[config.mk]
export PLATFORM = sky130hd
export DESIGN_NAME = p2s_ctrl
export DESIGN_NICKNAME = d
export VERILOG_FILES = /design/src/rtl/p2s_ctrl_pkg.sv /design/src/rtl/p2s_bit_cnt.sv /design/src/rtl/p2s_ctrl.sv
export SDC_FILE = /design/constraint.sdc
export NUM_CORES = 1
export LEC_CHECK = 0
export CAP_MARGIN = 25
export CORE_UTILIZATION = 40
export DETAILED_ROUTE_END_ITERATION = 6
export PLACE_DENSITY = 0.79
export SYNTH_ARGS = -nofsm -noshare
export SYNTH_HDL_FRONTEND = slang
export SYNTH_HIERARCHICAL = 1
export SYNTH_SLANG_ARGS = --single-unit
[constraint.sdc]
create_clock -name clk -period 3.7 [get_ports clk]
set_input_delay 0.925 -clock clk [delete_from_list [all_inputs] [get_ports clk]]
set_output_delay 0.925 -clock clk [all_outputs]
set_load 0.02 [all_outputs]
[src/rtl/p2s_ctrl_pkg.sv]
// Shared constants and state encoding for the p2s control stage and its bit counter.
package p2s_ctrl_pkg;

    localparam int P2S_WIDTH = 8;
    localparam int P2S_SEL_W = 3;
    localparam logic [P2S_SEL_W-1:0] P2S_LAST_SEL = 3'd7;

    typedef enum logic {
        ST_IDLE  = 1'b0,
        ST_SHIFT = 1'b1
    } p2s_state_t;

    // True when the counter sits on the last bit of a byte.
    function automatic logic is_last_sel(input logic [P2S_SEL_W-1:0] sel);
        return sel == P2S_LAST_SEL;
    endfunction

endpackage

[src/rtl/p2s_bit_cnt.sv]
// Serializer bit index counter: clear has priority, then increment unless held.
module p2s_bit_cnt
    import p2s_ctrl_pkg::*;
(
    input  logic                 clk,
    input  logic                 reset_L,
    input  logic                 i_inc,
    input  logic                 i_clr,
    input  logic                 i_hold,
    output logic [P2S_SEL_W-1:0] o_cnt,
    output logic                 o_last
);

    logic [P2S_SEL_W-1:0] r_cnt;

    always_ff @(posedge clk or negedge reset_L) begin
        if (!reset_L) begin
            r_cnt <= '0;
        end else if (i_clr) begin
            r_cnt <= '0;
        end else if (i_inc && !i_hold) begin
            r_cnt <= r_cnt + P2S_SEL_W'(1);
        end
    end

    assign o_cnt  = r_cnt;
    assign o_last = is_last_sel(r_cnt);

endmodule

[src/rtl/p2s_ctrl.sv]
// Control stage ahead of the 8:1 serializer mux: latches a byte per handshake and walks
// the mux select LSB first, chaining the next byte onto the last bit without a gap.
module p2s_ctrl
    import p2s_ctrl_pkg::*;
#(
    parameter int WIDTH = P2S_WIDTH,
    parameter int SEL_W = P2S_SEL_W
) (
    input  logic             clk,
    input  logic             reset_L,
    input  logic             in_valid,
    input  logic [WIDTH-1:0] in_data,
    output logic             in_ready,
    input  logic             ser_en,
    output logic [WIDTH-1:0] hold_data,
    output logic [SEL_W-1:0] sel,
    output logic             ser_valid,
    output logic             frame_start,
    output logic             busy
);

    p2s_state_t       r_state;
    logic [WIDTH-1:0] r_hold_data;

    logic             w_is_shift;
    logic             w_last;
    logic             w_in_ready;
    logic             w_xfer;
    logic             w_cnt_inc;
    logic             w_cnt_clr;
    logic             w_cnt_hold;
    logic [SEL_W-1:0] w_sel;

    // Anything that is not SHIFT behaves as IDLE.
    assign w_is_shift = (r_state == ST_SHIFT);

    // Handshake: a transfer occurs at a rising edge when in_valid & in_ready are both high.
    // in_data must stay stable while in_valid=1 and in_ready=0. in_ready is held low in reset.
    assign w_in_ready = reset_L & (~w_is_shift | (w_last & ser_en));
    assign w_xfer     = in_valid & w_in_ready;

    // Counter advances only on enabled cycles; the 7 -> 0 wrap is an explicit clear.
    assign w_cnt_inc  = w_is_shift & ser_en & ~w_last;
    assign w_cnt_clr  = ~w_is_shift | (ser_en & w_last);
    assign w_cnt_hold = ~ser_en;

    p2s_bit_cnt u_bit_cnt (
        .clk     (clk),
        .reset_L (reset_L),
        .i_inc   (w_cnt_inc),
        .i_clr   (w_cnt_clr),
        .i_hold  (w_cnt_hold),
        .o_cnt   (w_sel),
        .o_last  (w_last)
    );

    always_ff @(posedge clk or negedge reset_L) begin
        if (!reset_L) begin
            r_state     <= ST_IDLE;
            r_hold_data <= '0;
        end else begin
            case (r_state)
                ST_IDLE: begin
                    if (w_xfer) begin
                        r_hold_data <= in_data;
                        r_state     <= ST_SHIFT;
                    end
                end
                ST_SHIFT: begin
                    if (ser_en && w_last) begin
                        if (w_xfer) begin
                            r_hold_data <= in_data;
                        end else begin
                            r_state <= ST_IDLE;
                        end
                    end
                end
                default: r_state <= ST_IDLE;
            endcase
        end
    end

    assign in_ready    = w_in_ready;
    assign hold_data   = r_hold_data;
    assign sel         = w_sel;
    assign ser_valid   = w_is_shift & ser_en;
    assign frame_start = w_is_shift & ser_en & (w_sel == '0);
    assign busy        = w_is_shift;

endmodule
---- Word level (Yosys, flattened, before mapping) ----
Index checks and enable logic that the tools add are counted.
word-level totals
  bits in latches ......................... 0
  memories kept ........................... 0
  bits in writable memories ............... 0
  output and inout port bits .............. 15
  register bits ........................... 12
  logic and storage cells ................. 27
  input bits .............................. 12
  ROM bits ................................ 0
cells by class
  magnitude comparators ................... 0
  shift-type cells ........................ 0
  multipliers ............................. 0
  add/sub/neg operators ................... 1
  reductions and logical operators ........ 4
  multiplexer cells ....................... 8
  equality and inequality tests ........... 2
  bitwise operators ....................... 9
  div/mod/pow operators ................... 0
operators by type and width
  kind                                           count
  two-way mux 8 bit                              2
  case mux 8 bit (2 select lines)                1
  AND 1 bit                                      6
  two-way mux 3 bit                              2
  adder 3 x 1 -> 3 bit, second input constant    1
  equality test 3 bit, second input constant     1
  logical NOT 3 bit                              1
  logical AND 1 bit                              2
  two-way mux 1 bit                              2
  != test 2 x 1 -> 1 bit, second input constant  1
  NOT 1 bit                                      2
  case mux 1 bit (2 select lines)                1
  nonzero test 2 bit                             1
  bitwise OR 1 bit                               1

---- Logic depth before layout (Yosys ltp) ----
Gate-level depths: netlist of run 1.
  word-level depth ........................ 8
  gate-level depth with buffers ........... 6
  mapped depth without buffers ............ 6

---- By module ----
The synthesis of run 1 kept the hierarchy.
by module, submodules not included
  module       sequential area each (sq um)  cells an instance  area each (sq um)  instances
  p2s_ctrl     225.2                         28                 376.6              1
  p2s_bit_cnt  75.1                          15                 183.9              1

---- Worst setup path before layout of run 1 ----
OpenSTA, ideal clock, no wires.
  path type ............................... input -> output
  from .................................... in ser_en
  to ...................................... out frame_start
  buffers on the path ..................... 0
  path slack .............................. 1.142 ns
  arrival time ............................ 1.633 ns
  stages on the path ...................... 2
  path through ............................ nand2_1 -> nor4_1
on the way
  longest elaborated chain between the ends .. 2
RTL lines
  element                  RTL line        text
  start: declaration       p2s_ctrl.sv:14  input logic ser_en,
  AND 1 bit (2 in series)  p2s_ctrl.sv:87  assign frame_start = w_is_shift & ser_en & (w_sel == '0);
  end: declaration         p2s_ctrl.sv:18  output logic frame_start,
Every way passes these cells.

---- Worst setup path after layout of run 1 ----
  from .................................... in ser_en
  to ...................................... out in_ready
on the way
  longest elaborated chain between the ends .. 3
RTL lines
  element              RTL line        text
  AND 1 bit            --
  bitwise OR 1 bit     --
  named net w_cnt_clr  p2s_ctrl.sv:30  logic w_cnt_clr;
  AND 1 bit            p2s_ctrl.sv:39  assign w_in_ready = reset_L & (~w_is_shift | (w_last & ser_en));
  end: declaration     p2s_ctrl.sv:13  output logic in_ready,
The timed path passes the listed nets, and every way through them passes these cells.

==> results of run 1 <==
==> area by class of cell <==
class	count	area, sq um
fillers	114	418
inverters	2	7.51
multi-input cells	29	253
flip-flops and latches	12	300
clock buffers	4	36.3
well taps	15	18.8
repair buffers	27	268
==> cells in the mapped netlist <==
| cell type | number |
|---|---|
| nor2b_1 | 1 |
| nand4bb_1 | 2 |
| o21ai_1 | 2 |
| nand2_1 | 4 |
| nand2_2 | 1 |
| nor2_1 | 2 |
| nor2b_4 | 1 |
| mux2_4 | 1 |
| mux2_2 | 8 |
| nand2b_1 | 2 |
| dfrtp_1 | 12 |
| nor4_1 | 1 |
| ha_1 | 2 |
| and2_1 | 1 |
| inv_1 | 2 |
| a21oi_4 | 1 |
==> routing by layer <==
layer  up-vias  wire length [microns]  global-route usage
met5         -                      0                   0
met4         0                     22               0.103
met3         2                     75              0.0284
met2        21                    544               0.270
met1       218                    445               0.194
li1        211                      -                   -
==> critical path, stage by stage <==
cell and delay (ps):
clkdlybuf4s50_1 510, nand2_2 90, nand2_1 190, and2_1 150, clkdlybuf4s50_1 590
==> sequential cells by signal, indices dropped and copies added, names as in the netlist <==
| register | flops |
|---|---|
| busy | 1 |
| hold_data | 8 |
| u_bit_cnt/o_cnt | 3 |
==> power groups by stage <==
stage	clock, mW	sequential (mW)	combinational [mW]
floorplan	0	0.307	0.113
global placement	0	0.233	0.352
detailed placement	0	0.238	0.356
CTS	0.109	0.235	0.358
global route	0.112	0.244	0.378
finish	0.104	0.234	0.354
==> final timing paths <==
kind,from,endpoint,slack (ps),cells past startpoint
hold reg to reg,hold_data[7],hold_data[7],520,1
max in group asynchronous,reset_L,hold_data[7],2560,2
min in group asynchronous,reset_L,busy,980,2
setup / recovery,ser_en,in_ready,320,5
setup reg to reg,u_bit_cnt/o_cnt[0],u_bit_cnt/o_cnt[0],2040,5
hold / removal,hold_data[7],hold_data[7],520,1
==> per-stage QoR <==
stage | instance area (sq um) | std cells | hold slack, ps | total power [mW] | util
detailed placement | 847 | 85 | 500 | 0.595 | 0.651
global placement | 847 | 85 | 490 | 0.585 | 0.651
CTS | 883 | 89 | 518 | 0.703 | 0.679
floorplan | 561 | 43 | 629 | 0.421 | -
global route | 883 | 89 | 534 | 0.734 | 0.679
finish | 883 | 89 | 515 | 0.692 | 0.679
==> kinds of logic after synthesis <==
group                      share of synthesized area
and+or+nand+nor                                0.172
DFF                                            0.536
muxes                                          0.187
AOI/OAI and AO/OA                             0.0469
buffers and inverters                         0.0134
adders and majority gates                     0.0446
==> key figures, run 1 <==
Global routing
  – Global route overflow: 0
  – Pin count of the biggest net entering global routing: 14
  – Vias in the first global route: 406
  – GRT Total Usage: 0.164
  – Initial antenna violation count: 0
  – First-pass GRT wire length: 1680 microns

Route
  – Routed Antenna Nets: 0
  – Drt wl/cell: 12.2 microns
  – Pre-Repair DR Iteration Count: 4
  – DR vias: 452
  – DRC violation count after routing: 0
  – Vias/cell: 5.08
  – Drt total wl: 1090 microns
  – DR iter-0 viols: 2

Placement
  – Final Wtd Congestion: a little under 0.7
  – Worst slack at placement: 309 ps
  – IO buf count: 26
  – Detailed placer's ending HPWL: around 860 microns

Synth
  – Post-synthesis cell type count: 16
  – Syn_nets: 57
  – Yosys warns: 6
  – Dominant cells by area after synthesis: dfrtp_1 54%, mux2_2 16%, ha_1 4.5%, nand4bb_1 4.0%, a21oi_4 2.9%
  – Post-Syn Area: 561 sq um
  – Synth Register Bits: 12
  – Post-Syn Instances: 43
  – Yosys top cell area share: 0.536
  – Leading area contributor after synthesis: dfrtp_1
  – Share of the yosys chip area belonging to registers: 0.536
  – Syn Area/Cell: 13.0 sq um

Pwr
  – Clock power share: 0.150
  – VDD IR-drop max: 0.460 mV
  – Leak: approximately 0.38 nW
  – Comb power frac: 0.512
  – Sequential share of power: 0.339
  – PD cells: 784 mW/mm^2
  – Internal power of the cells: 446 uW
  – Sw frac: 0.356
  – P_sw: 246 uW

Worst setup path
  – Crit-path max FO: 8
  – CP required: 2770 ps
  – Critical Path Source Type: input pin
  – CP Class: input pin to output pin
  – CP endpoint kind: output pin
  – Critical Path AT: 2450 ps

Clocking
  – Clk Latency, worst-skew pair: 270 ps
  – CTS tree: yes
  – CTS Buffer Depth: 2
  – H-tree depth: 1
  – TritonCTS Buffers: 3
  – Hold Buf Count CTS: 0
  – Resize count post-CTS: 0
  – Number of clock sinks: 12
  – # Post-CTS Setup Buffers: 0
  – Root Driver: clkbuf_4
  – Worst-path clk slew: 70 ps

STA
  – Post-route setup slack: 323 ps
  – Max Freq: 296 MHz
  – Final Hold Vio Count: 0
  – Max-slew violation count: 0
  – Setup TNS: 0 ps
  – Crit path time final: around 3400 ps
  – Worst Max-Slew Pin Slew: ~290 ps
  – Final Skew: between 2 and 3 ps
  – Final period utilization: 0.913
  – Final setup fails: 0
  – RSZ-0062 raised after global routing: false
  – Slew HR: 0.804

Layout
  – Layout cells sized above 1: 0.230
  – N_diodes: 0
  – Commonest non-fill, non-tap cells in the layout: 26 x clkdlybuf4s50_1, 12 x dfrtp_1, 8 x mux2_2
  – Layout Nets: 89
  – Layout area overhead: 57.6%
  – Leading cell type in the layout, fill and taps excluded: clkdlybuf4s50_1

Flow run
  – Max_cap viols: 0

Floorplan
  – Die span in y: 39.4 microns
  – # rows: 13
  – Ports: 27
  – Die Width: 39.4 microns
  – Die area: 0.00156 sq mm
  – Core Area: 0.00130 sq mm
  – Initial Util: 0.431

Status
  – Status: finished, final reports clean

Hold path
  – Tightest Hold Check Type: flop to flop
(Power assumes the default switching activity.)
==> run 2, diff against run 1 <==
--- a/config.mk
+++ b/config.mk
@@ -8,8 +8,7 @@
 export CAP_MARGIN = 25
 export CORE_UTILIZATION = 40
 export DETAILED_ROUTE_END_ITERATION = 6
-export PLACE_DENSITY = 0.79
+export PLACE_DENSITY = 0.8
 export SYNTH_ARGS = -nofsm -noshare
 export SYNTH_HDL_FRONTEND = slang
-export SYNTH_HIERARCHICAL = 1
 export SYNTH_SLANG_ARGS = --single-unit
==> run 2 against run 1 <==
  * Sequential cell count unchanged
  * Clock skew down 1.1 ps
  * Area after synthesis down 2.0%
  * Critical path type unchanged
  * Critical endpoint unchanged
  * Highest routed layer unchanged
==> key figures, run 2 <==
Synth
  – Synth top cells by count: 12 x dfrtp_1, 8 x mux2_2, 4 x nor2b_1 (was 12 x dfrtp_1, 8 x mux2_2, 4 x nand2_1)
  – Post-Syn Instances: 42 (was 43)
  – Share of the yosys chip area belonging to registers: 0.547 (was 0.536)
  – Yosys top cell area share: 0.547 (was 0.536)
  – Post-Syn Area: 549 sq um (was 561 sq um)
  – Syn_nets: 57 (unchanged)
  – Synth Register Bits: 12 (unchanged)
  – Syn Area/Cell: 13.1 sq um (was 13.0 sq um)
  – Yosys warns: 0 (was 6)
  – Leading area contributor after synthesis: dfrtp_1 (unchanged)
  – Number of synthesized flops with an enable pin: 0 (unchanged)
  – Most frequent cell after synthesis: dfrtp_1 (unchanged)
  – Async SR Flop Fraction: 1.00 (unchanged)
  – Dominant cells by area after synthesis: dfrtp_1 55%, mux2_2 16%, ha_1 6.8%, nor2b_1 4.6%, a21oi_4 3.0% (was dfrtp_1 54%, mux2_2 16%, ha_1 4.5%, nand4bb_1 4.0%, a21oi_4 2.9%)
  – Post-synthesis cell type count: 13 (was 16)
  – Ys flop type: dfrtp_1 (unchanged)

Clocking
  – TritonCTS Buffers: 3 (unchanged)
  – Clk Latency, worst-skew pair: 260 ps (was 270 ps)
  – CTS tree: yes (unchanged)
  – Root Driver: clkbuf_4 (unchanged)
  – CTS Buffer Depth: 2 (unchanged)
  – Resize count post-CTS: 0 (unchanged)
  – Worst-path clk slew: 80 ps (was 70 ps)
  – H-tree depth: 1 (unchanged)
  – Hold Buf Count CTS: 0 (unchanged)
  – # Post-CTS Setup Buffers: 0 (unchanged)
  – Number of clock sinks: 12 (unchanged)

Layout
  – Area of the multi-input gates: 241 sq um (was 253 sq um)
  – Max reg flops: 8 (unchanged)
  – Filler instances: 93 (was 114)
  – Commonest non-fill, non-tap cells in the layout: 26 x clkdlybuf4s50_1, 12 x dfrtp_1, 8 x mux2_2 (unchanged)
  – N_diodes: 0 (unchanged)
  – Layout cells sized above 1: 0.205 (was 0.230)
  – Layout Nets: 89 (unchanged)
  – Layout area overhead: 58.5% (was 57.6%)
  – Finished Core Util: 0.734 (was 0.679)
  – Leading cell type in the layout, fill and taps excluded: clkdlybuf4s50_1 (unchanged)
  – Register area: 300 sq um (unchanged)

Worst setup path
  – CP Class: input pin to output pin (unchanged)
  – CP required: 2770 ps (about the same)
  – CP endpoint kind: output pin (unchanged)
  – Reg2Reg Depth: 5 (unchanged)
  – Crit-path max FO: 6 (was 8)
  – FF-to-FF setup slack: 2070 ps (was 2040 ps)
  – Crit Reg-Reg Endpoint: hold_data[7] (was u_bit_cnt/o_cnt[0])
  – Critical Path AT: 2410 ps (was 2450 ps)
  – RR Startpoint: u_bit_cnt.o_cnt[0] (was u_bit_cnt/o_cnt[0])
  – Critical Path Source Type: input pin (unchanged)

Floorplan
  – Die Width: 39.1 microns (was 39.4 microns)
  – Core Area: 0.00119 sq mm (was 0.00130 sq mm)
  – Die span in y: 39.1 microns (was 39.4 microns)
  – Ports: 27 (unchanged)
  – Initial Util: 0.463 (was 0.431)
  – # rows: 12 (was 13)
  – Die area: 0.00153 sq mm (was 0.00156 sq mm)

Route
  – DR iter-0 viols: 4 (was 2)
  – DRC violation count after routing: 0 (unchanged)
  – Drt wl/cell: 11.7 microns (was 12.2 microns)
  – Vias/cell: 4.82 (was 5.08)
  – Routed Antenna Nets: 0 (unchanged)
  – DR vias: 419 (was 452)
  – Pre-Repair DR Iteration Count: 2 (was 4)
  – Drt total wl: 1020 microns (was 1090 microns)

STA
  – RSZ-0062 raised after global routing: false (unchanged)
  – Final Skew: 1.51 ps (was 2.61 ps)
  – Hold Worst Slack: 509 ps (was 515 ps)
  – Setup TNS: 0 ps (unchanged)
  – Slew HR: 0.813 (was 0.804)
  – Worst Max-Slew Pin Slew: 280 ps (was 294 ps)
  – Max Freq: 300 MHz (was 296 MHz)
  – Final period utilization: 0.901 (was 0.913)
  – Post-route setup slack: 365 ps (was 323 ps)
  – Final setup fails: 0 (unchanged)
  – Max-slew violation count: 0 (unchanged)
  – Final Hold Vio Count: 0 (unchanged)
  – Crit path time final: 3330 ps (was 3380 ps)

Flow run
  – Max_cap viols: 0 (unchanged)

Global routing
  – Met2 Use GR: 0.258 (was 0.270)
  – Vias in the first global route: 407 (was 406)
  – Pin count of the biggest net entering global routing: 14 (unchanged)
  – Met1 usage: 0.197 (was 0.194)
  – Initial antenna violation count: 0 (unchanged)
  – First-pass GRT wire length: 1580 microns (was 1680 microns)
  – Met3 Usage GRT: 0.0231 (was 0.0284)
  – GRT Total Usage: 0.153 (was 0.164)
  – Most Crowded Layer GR: met2 (unchanged)
  – Global route overflow: 0 (unchanged)

Pwr
  – Pwr Total: 671 uW (was 692 uW)
  – PD cells: 771 mW/mm^2 (was 784 mW/mm^2)
  – VDD IR-drop max: 0.425 mV (was 0.460 mV)
  – Leak: 0.386 nW (was 0.384 nW)

Hold path
  – Tightest Hold Check Type: flop to flop (unchanged)
  – Hold EP: hold_data[5] (was hold_data[7])
  – Hold_sp: hold_data[5] (was hold_data[7])
  – Hold Crit Depth: 1 (unchanged)

Placement
  – Detailed placer's ending HPWL: 816 microns (was 861 microns)
  – Worst slack at placement: 364 ps (was 309 ps)
  – Final Wtd Congestion: 0.707 (was 0.680)
  – IO buf count: 26 (unchanged)

Status
  – Status: finished, final reports clean (unchanged)
[run 2: cell types whose count changed after synthesis, moves of 2 or more]
cell	change
nor2_1	-2
o21ai_1	-2
nand4bb_1	-2
nor2b_1	+3
nand2b_1	-2
a21oi_1	+2
and2b_1	+2
[run 2: per-layer routing]
metal,wire [microns],vias up
li1,-,207
met1,479,191
met2,482,19
met3,55,2
met4,6,0
met5,0,-
[run 2: area by class of cell]
class / count / area share
flip-flops and latches: 12 / 0.345
repair buffers: 27 / 0.307
multi-input cells: 28 / 0.277
clock buffers: 4 / 0.0417
well taps: 14 / 0.0201
inverters: 2 / 0.00862
[run 2: logic make-up after synthesis]
family          Yosys count  synth area share
compound gates            4            0.0638
fa+ha+maj                 3            0.0683
buf+inv                   2            0.0137
flops                    12             0.547
mux                       8             0.164
simple gates             13             0.143
[run 2: through the flow]
stage                     instance area (sq um)  instances
after floorplan                             549         42
after global placement                      835         83
after detailed placement                    835         83
after CTS                                   871         87
after global routing                        871         87
final                                       871         87
[run 2: how the worst max path moves through the flow]
stage	slack (ps)	depth (start not counted)	start	end
after floorplan	1320	2	ser_en	frame_start
after global placement	380	5	ser_en	in_ready
after detailed placement	360	5	ser_en	in_ready
after CTS	350	5	ser_en	in_ready
after global routing	300	4	ser_en	frame_start
final	370	5	ser_en	in_ready
[run 2: worst max-delay path, stage by stage]
cell,delay [ps]
clkdlybuf4s50_1,560
nand2_2,100
nand2_1,90
and2_1,130
clkdlybuf4s50_1,610
[run 2: power breakdown]
group	switching, mW	internal (mW)
Clock	0.0412	0.0596
Combinational	0.157	0.186
Sequential	0.0365	0.191
Total	0.235	0.436
